**src/rtl/gf_pkg.sv**
```systemverilog
// Shared GF(2^M) definitions for the RS decoder blocks: primitive
// polynomials per symbol width, the sequencer state encoding and a
// software-style multiply-by-alpha helper.
package gf_pkg;

  // Primitive polynomials, including the x^M term.
  localparam logic [8:0] GF_POLY_M3 = 9'h00B;
  localparam logic [8:0] GF_POLY_M4 = 9'h013;
  localparam logic [8:0] GF_POLY_M5 = 9'h025;
  localparam logic [8:0] GF_POLY_M6 = 9'h043;
  localparam logic [8:0] GF_POLY_M7 = 9'h089;
  localparam logic [8:0] GF_POLY_M8 = 9'h11D;

  // Sequencer states shared by the search-style engines.
  typedef enum logic [1:0] {
    IDLE   = 2'd0,
    SEARCH = 2'd1,
    DONE   = 2'd2
  } gf_state_e;

  // Multiply x by alpha in GF(2^m): shift left, reduce by poly when the
  // outgoing MSB was set. Bits at or above m are returned as zero.
  function automatic logic [7:0] gf_xtime(input int m, input logic [8:0] poly,
                                          input logic [7:0] x);
    logic [7:0] r;
    logic       msb;
    msb = x[m-1];
    for (int i = 0; i < 8; i++) begin
      if (i >= m) r[i] = 1'b0;
      else if (i == 0) r[i] = msb & poly[0];
      else r[i] = x[i-1] ^ (msb & poly[i]);
    end
    return r;
  endfunction

endpackage

```
**src/rtl/gf_xtime_stage.sv**
```systemverilog
// Combinational multiply-by-alpha for one GF(2^M) element.
module gf_xtime_stage #(
  parameter int         M    = 8,
  parameter logic [8:0] POLY = 9'h11D
) (
  input  logic [M-1:0] x,
  output logic [M-1:0] y
);

  // Each output bit is the shifted-in neighbour, folded with the
  // reduction polynomial whenever the MSB leaves the field.
  for (genvar gi = 0; gi < M; gi++) begin : g_bit
    if (gi == 0) begin : g_lsb
      assign y[gi] = x[M-1] & POLY[gi];
    end else begin : g_upper
      assign y[gi] = x[gi-1] ^ (x[M-1] & POLY[gi]);
    end
  end

endmodule

```
**src/rtl/gf2idx_seq.sv**
```systemverilog
// Sequential discrete log for GF(2^M): walks alpha^0, alpha^1, ... until the
// running power equals the latched element, then reports the step count.
// Optional macro GF2IDX_DUAL_STEP_EN tests two powers per cycle, halving
// search latency with identical results.
module gf2idx_seq
  import gf_pkg::*;
#(
  parameter int         M    = 8,
  parameter logic [8:0] POLY = 9'h11D
) (
  input  logic         clk,
  input  logic         rst,
  input  logic         in_valid,
  output logic         in_ready,
  input  logic [M-1:0] in_elem,
  output logic         out_valid,
  input  logic         out_ready,
  output logic [M-1:0] out_idx,
  output logic         out_zero,
  output logic         busy
);

  localparam logic [1:0] S_IDLE   = IDLE;
  localparam logic [1:0] S_SEARCH = SEARCH;
  localparam logic [1:0] S_DONE   = DONE;

  localparam int unsigned N_LAST   = (1 << M) - 2;
  localparam logic [M-1:0] CNT_LAST = N_LAST[M-1:0];
  localparam logic [M-1:0] ONE      = {{(M-1){1'b0}}, 1'b1};

  logic [1:0]   state_reg;
  logic [M-1:0] target_reg;
  logic [M-1:0] cur_reg;
  logic [M-1:0] cnt_reg;
  logic [M-1:0] idx_reg;
  logic         zero_reg;
  logic [M-1:0] cur_x1;

  gf_xtime_stage #(.M(M), .POLY(POLY)) u_step1 (.x(cur_reg), .y(cur_x1));

`ifdef GF2IDX_DUAL_STEP_EN
  localparam int unsigned N_LAST2   = (1 << M) - 3;
  localparam logic [M-1:0] CNT_LAST2 = N_LAST2[M-1:0];
  localparam logic [M-1:0] TWO       = {{(M-2){1'b0}}, 2'b10};

  logic [M-1:0] cur_x2;

  gf_xtime_stage #(.M(M), .POLY(POLY)) u_step2 (.x(cur_x1), .y(cur_x2));
`endif

  assign in_ready  = (state_reg == S_IDLE);
  assign out_valid = (state_reg == S_DONE);
  assign busy      = (state_reg != S_IDLE);
  assign out_idx   = idx_reg;
  assign out_zero  = zero_reg;

  // Accept, search and hand off one element at a time.
  always_ff @(posedge clk) begin
    if (rst) begin
      state_reg  <= S_IDLE;
      target_reg <= '0;
      cur_reg    <= ONE;
      cnt_reg    <= '0;
      idx_reg    <= '0;
      zero_reg   <= 1'b0;
    end else begin
      case (state_reg)
        S_IDLE: begin
          if (in_valid) begin
            target_reg <= in_elem;
            cur_reg    <= ONE;
            cnt_reg    <= '0;
            if (in_elem == '0) begin
              state_reg <= S_DONE;
              idx_reg   <= '1;
              zero_reg  <= 1'b1;
            end else begin
              state_reg <= S_SEARCH;
            end
          end
        end
        S_SEARCH: begin
`ifdef GF2IDX_DUAL_STEP_EN
          if (cur_reg == target_reg) begin
            state_reg <= S_DONE;
            idx_reg   <= cnt_reg;
            zero_reg  <= 1'b0;
          end else if (cur_x1 == target_reg) begin
            state_reg <= S_DONE;
            idx_reg   <= cnt_reg + ONE;
            zero_reg  <= 1'b0;
          end else if (cnt_reg >= CNT_LAST2) begin
            // Whole cycle walked without a hit: polynomial is not primitive.
            state_reg <= S_DONE;
            idx_reg   <= '1;
            zero_reg  <= 1'b1;
          end else begin
            cur_reg <= cur_x2;
            cnt_reg <= cnt_reg + TWO;
          end
`else
          if (cur_reg == target_reg) begin
            state_reg <= S_DONE;
            idx_reg   <= cnt_reg;
            zero_reg  <= 1'b0;
          end else if (cnt_reg == CNT_LAST) begin
            // Whole cycle walked without a hit: polynomial is not primitive.
            state_reg <= S_DONE;
            idx_reg   <= '1;
            zero_reg  <= 1'b1;
          end else begin
            cur_reg <= cur_x1;
            cnt_reg <= cnt_reg + ONE;
          end
`endif
        end
        S_DONE: begin
          if (out_ready) state_reg <= S_IDLE;
        end
        default: state_reg <= S_IDLE;
      endcase
    end
  end

endmodule

```
**config.mk**
```make
export PLATFORM = sky130hd
export DESIGN_NAME = gf2idx_seq
export DESIGN_NICKNAME = d
export VERILOG_FILES = /design/src/rtl/gf_pkg.sv /design/src/rtl/gf_xtime_stage.sv /design/src/rtl/gf2idx_seq.sv
export SDC_FILE = /design/constraint.sdc
export NUM_CORES = 1
export LEC_CHECK = 0
export BUFFER_PORTS_ARGS = -buffer_cell sky130_fd_sc_hd__buf_2
export CORE_AREA = 2 2 66 68
export CTS_CLUSTER_DIAMETER = 150
export DETAILED_ROUTE_END_ITERATION = 7
export DIE_AREA = 0 0 68 70
export GPL_TIMING_DRIVEN = 0
export PLACE_DENSITY = 0.71
export REMOVE_ABC_BUFFERS = 1
export SLEW_MARGIN = 20
export SYNTH_ARGS = -nofsm -noshare
export SYNTH_HDL_FRONTEND = slang
export SYNTH_HIERARCHICAL = 1
export SYNTH_SLANG_ARGS = --single-unit
```
**constraint.sdc**
```tcl
create_clock -name clk -period 2.6 [get_ports clk]
set_input_delay 0.26 -clock clk [delete_from_list [all_inputs] [get_ports clk]]
set_output_delay 0.26 -clock clk [all_outputs]
set_load 0.02 [all_outputs]
```
==> reports/results.tsv <==
stage	metric	value	unit
outcome	status	completed	
critical_path	Worst path slowest cell	a221o_1	
yosys	Synth async-reset ratio	0	
clock_network	CTS tree	done	
critical_path	largest delay contributor family on the critical path	compound AO/OA/AOI/OAI gates	
yosys	post-synthesis mux area share	0.0584	
routing	WL final	3380	um
timing	Hold Violations, Final	0	
floorplanning	Die Y	70	um
power_and_ir_drop	Total Power	1.28	mW
timing	fmax	431	MHz
clock_network	post-cts hold buffer count	0	
final_layout	layout cells sized above 1	0.182	
yosys	post-synth top area cell	dfxtp_1	
power_and_ir_drop	PD cells	659	nW/um^2
clock_network	quantity of gates resized following cts	0	
yosys	EDFF count, synth	0	
routing	vias per cell	5.23	
routing	drt drc	0	
yosys	count of cell types in the netlist	43	
placed_design	hpwl dp	2360	um
power_and_ir_drop	maximum VDD drop	0.000381	V
timing	unrepaired setup endpoints after global routing	false	
critical_path	CP peak stage delay	0.57	ns
timing	# setup viols final	0	
yosys	simple-gate share of the synthesized area	0.246	
final_layout	layout overhead on the synthesized area	11.8	%
floorplanning	Initial Util	0.418	
run	Max Cap Violations	0	
global_route	Overflow after GRT	0	
global_route	total track usage	0.155	
critical_path	crit-path cells	xor2_1 -> nor4_2 -> a21oi_2 -> a221o_1 -> a221oi_2	
yosys	post-synthesis adder-cell area fraction	0.0144	
clock_network	Num Clock Sinks	35	
global_route	first-pass GRT wire length	5600	um
yosys	Compound-Gate Fraction of Synth Area	0.148	
yosys	largest family of logic cells by synthesized area	simple AND/OR/NAND/NOR gates	
routing	Initial DRT Pass Iterations	4	
routing	via count	1391	
critical_path	worst path bufs/invs	0	
final_layout	Non-Filler Cell Area, Final	1940	um^2
clock_network	root buf cell	clkbuf_8	
timing	min Tclk post-route	2.32	ns
min_path	HP Class	input pin to flip-flop	
placed_design	DP Area	1840	um^2
global_route	vias in the first global route	1248	
clock_network	Longest Clk Path Bufs	2	
global_route	largest net degree at the start of global routing	43	
timing	clock skew	0.00530	ns
yosys	Main synth FF type	dfxtp_1	
critical_path	Setup crit end kind	flip-flop	
yosys	Mapped Cells	196	
clock_network	Inserted Clock Buffers	5	
yosys	area share of the largest cell type after synthesis	0.404	
yosys	Synth Area in XOR/XNOR	0.0556	
timing	Slew headroom	0.544	
final_layout	nets@finish	227	
yosys	register area share after synthesis	0.404	
floorplanning	IO Pins	24	
min_path	hold path depth	3	
critical_path	kind of critical path	flip-flop to flip-flop	
placed_design	GP Congestion	0.833	
yosys	Syn Area/Cell	8.85	um^2
global_route	initial antenna violation count	0	
timing	Worst Max-Slew Pin Slew	0.684	ns
yosys	mapped cell area	1730	um^2
clock_network	clock latency on the worst-skew pair	0.29	ns
yosys	top cells by area, synth	dfxtp_1 (40%), xor2_1 (5.6%), mux2i_1 (5.2%), nand2_1 (4.1%), nand2b_1 (3.2%)	
clock_network	clock slew at reported path FFs	0.07	ns
final_layout	Util after Layout	0.468	
critical_path	worst endpoint required time	2.80	ns
routing	Wirelength per Cell	12.7	um
floorplanning	num rows	24	
final_layout	Antenna Cells	0	
critical_path	Startpoint Class	flip-flop	
floorplanning	die width	68	um
routing	1st-iter DRT viols	39	
timing	Hold Worst Slack	0.211	ns
clock_network	Max H-tree Level	2	
yosys	synthesis-stage register bit count	35	
yosys	yosys warns	6	
timing	final worst-path cycle share	0.893	
timing	Max Slew Vio Count	0	
yosys	top cells by count, synth	dfxtp_1 (35), nand2_1 (19), inv_1 (14)	
power_and_ir_drop	LEAKAGE	0.832	nW
timing	setup TNS	0	ns
clock_network	postcts setup bufs	0	
critical_path	Levels on crit path	5	
critical_path	worst endpoint data arrival time	2.53	ns
critical_path	R2R cell count	5	
floorplanning	core footprint	4140	um^2
yosys	count leader, synth	dfxtp_1	
placed_design	I/O Buffers	23	
critical_path	worst-path fanout max	10	
floorplanning	die footprint	4760	um^2
routing	Final ANT Viol Nets	0	
## cells by family after synthesis
logic type	Yosys count
AO/OA/AOI/OAI	34
XOR/XNOR	11
adder cells (fa/ha/maj)	2
buffers and inverters	27
flip-flops	35
multiplexers	10
AND/OR/NAND/NOR	77
## metal layers
metal / GRT usage / up-vias / part of all wire
met3: 0.0660 / 4 / 0.043
li1: - / 711 / -
met1: 0.195 / 651 / 0.47
met2: 0.236 / 25 / 0.47
met4: 0.0533 / 0 / 0.012
met5: 0 / - / 0
## layout make-up
type                       instances  area [um^2]
inverter                          14         52.6
sequential                        35          701
multi-input combinational        134          906
clock buffer                       8          100
fill                             408         2200
timing repair buffer              23          115
tap                               52         65.1
## stage by stage
step / setup slack (ns) / instances
6_report: 0.277 / 266
3_3_place_gp: 0.367 / 258
4_1_cts: 0.267 / 266
5_1_grt: 0.162 / 266
3_5_place_dp: 0.294 / 258
2_1_floorplan: 0.680 / 183
## cell usage in the layout (no fill, tap or decap), drive strengths merged, types with 2 or more instances in the layout
cell,instances
nand2,19
inv,14
nor4,4
a211oi,7
ha,2
nand3,8
a221oi,2
a21oi,12
nor2,10
nor3,3
nand4,2
xor2,11
or3,3
a21boi,2
and3,2
or4,2
clkbuf,8
and2,3
mux2i,9
dfxtp,35
nand3b,7
nor2b,2
nand2b,9
o21ai,2
buf,23
## worst reg2reg max path, cell delays in order, from the launching register on
cell and delay (ns):
dfxtp_1 0.49, xor2_1 0.13, nor4_2 0.46, a21oi_2 0.24, a221o_1 0.58, a221oi_2 0.33
## final timing paths
kind | from | to | slack, ns
max | cur_reg[7] | out_idx[0] | 0.28
min | in_elem[5] | target_reg[5] | 0.21
max reg2reg | cur_reg[7] | out_idx[0] | 0.28
min reg2reg | out_idx[3] | out_idx[3] | 0.45
## report_power, final
part | switching [mW] | internal (mW)
sequential | 0.0223 | 0.574
combinational | 0.157 | 0.0909
clock | 0.194 | 0.242
total | 0.372 | 0.906
Note: power is estimated with default switching activity, not from simulation.
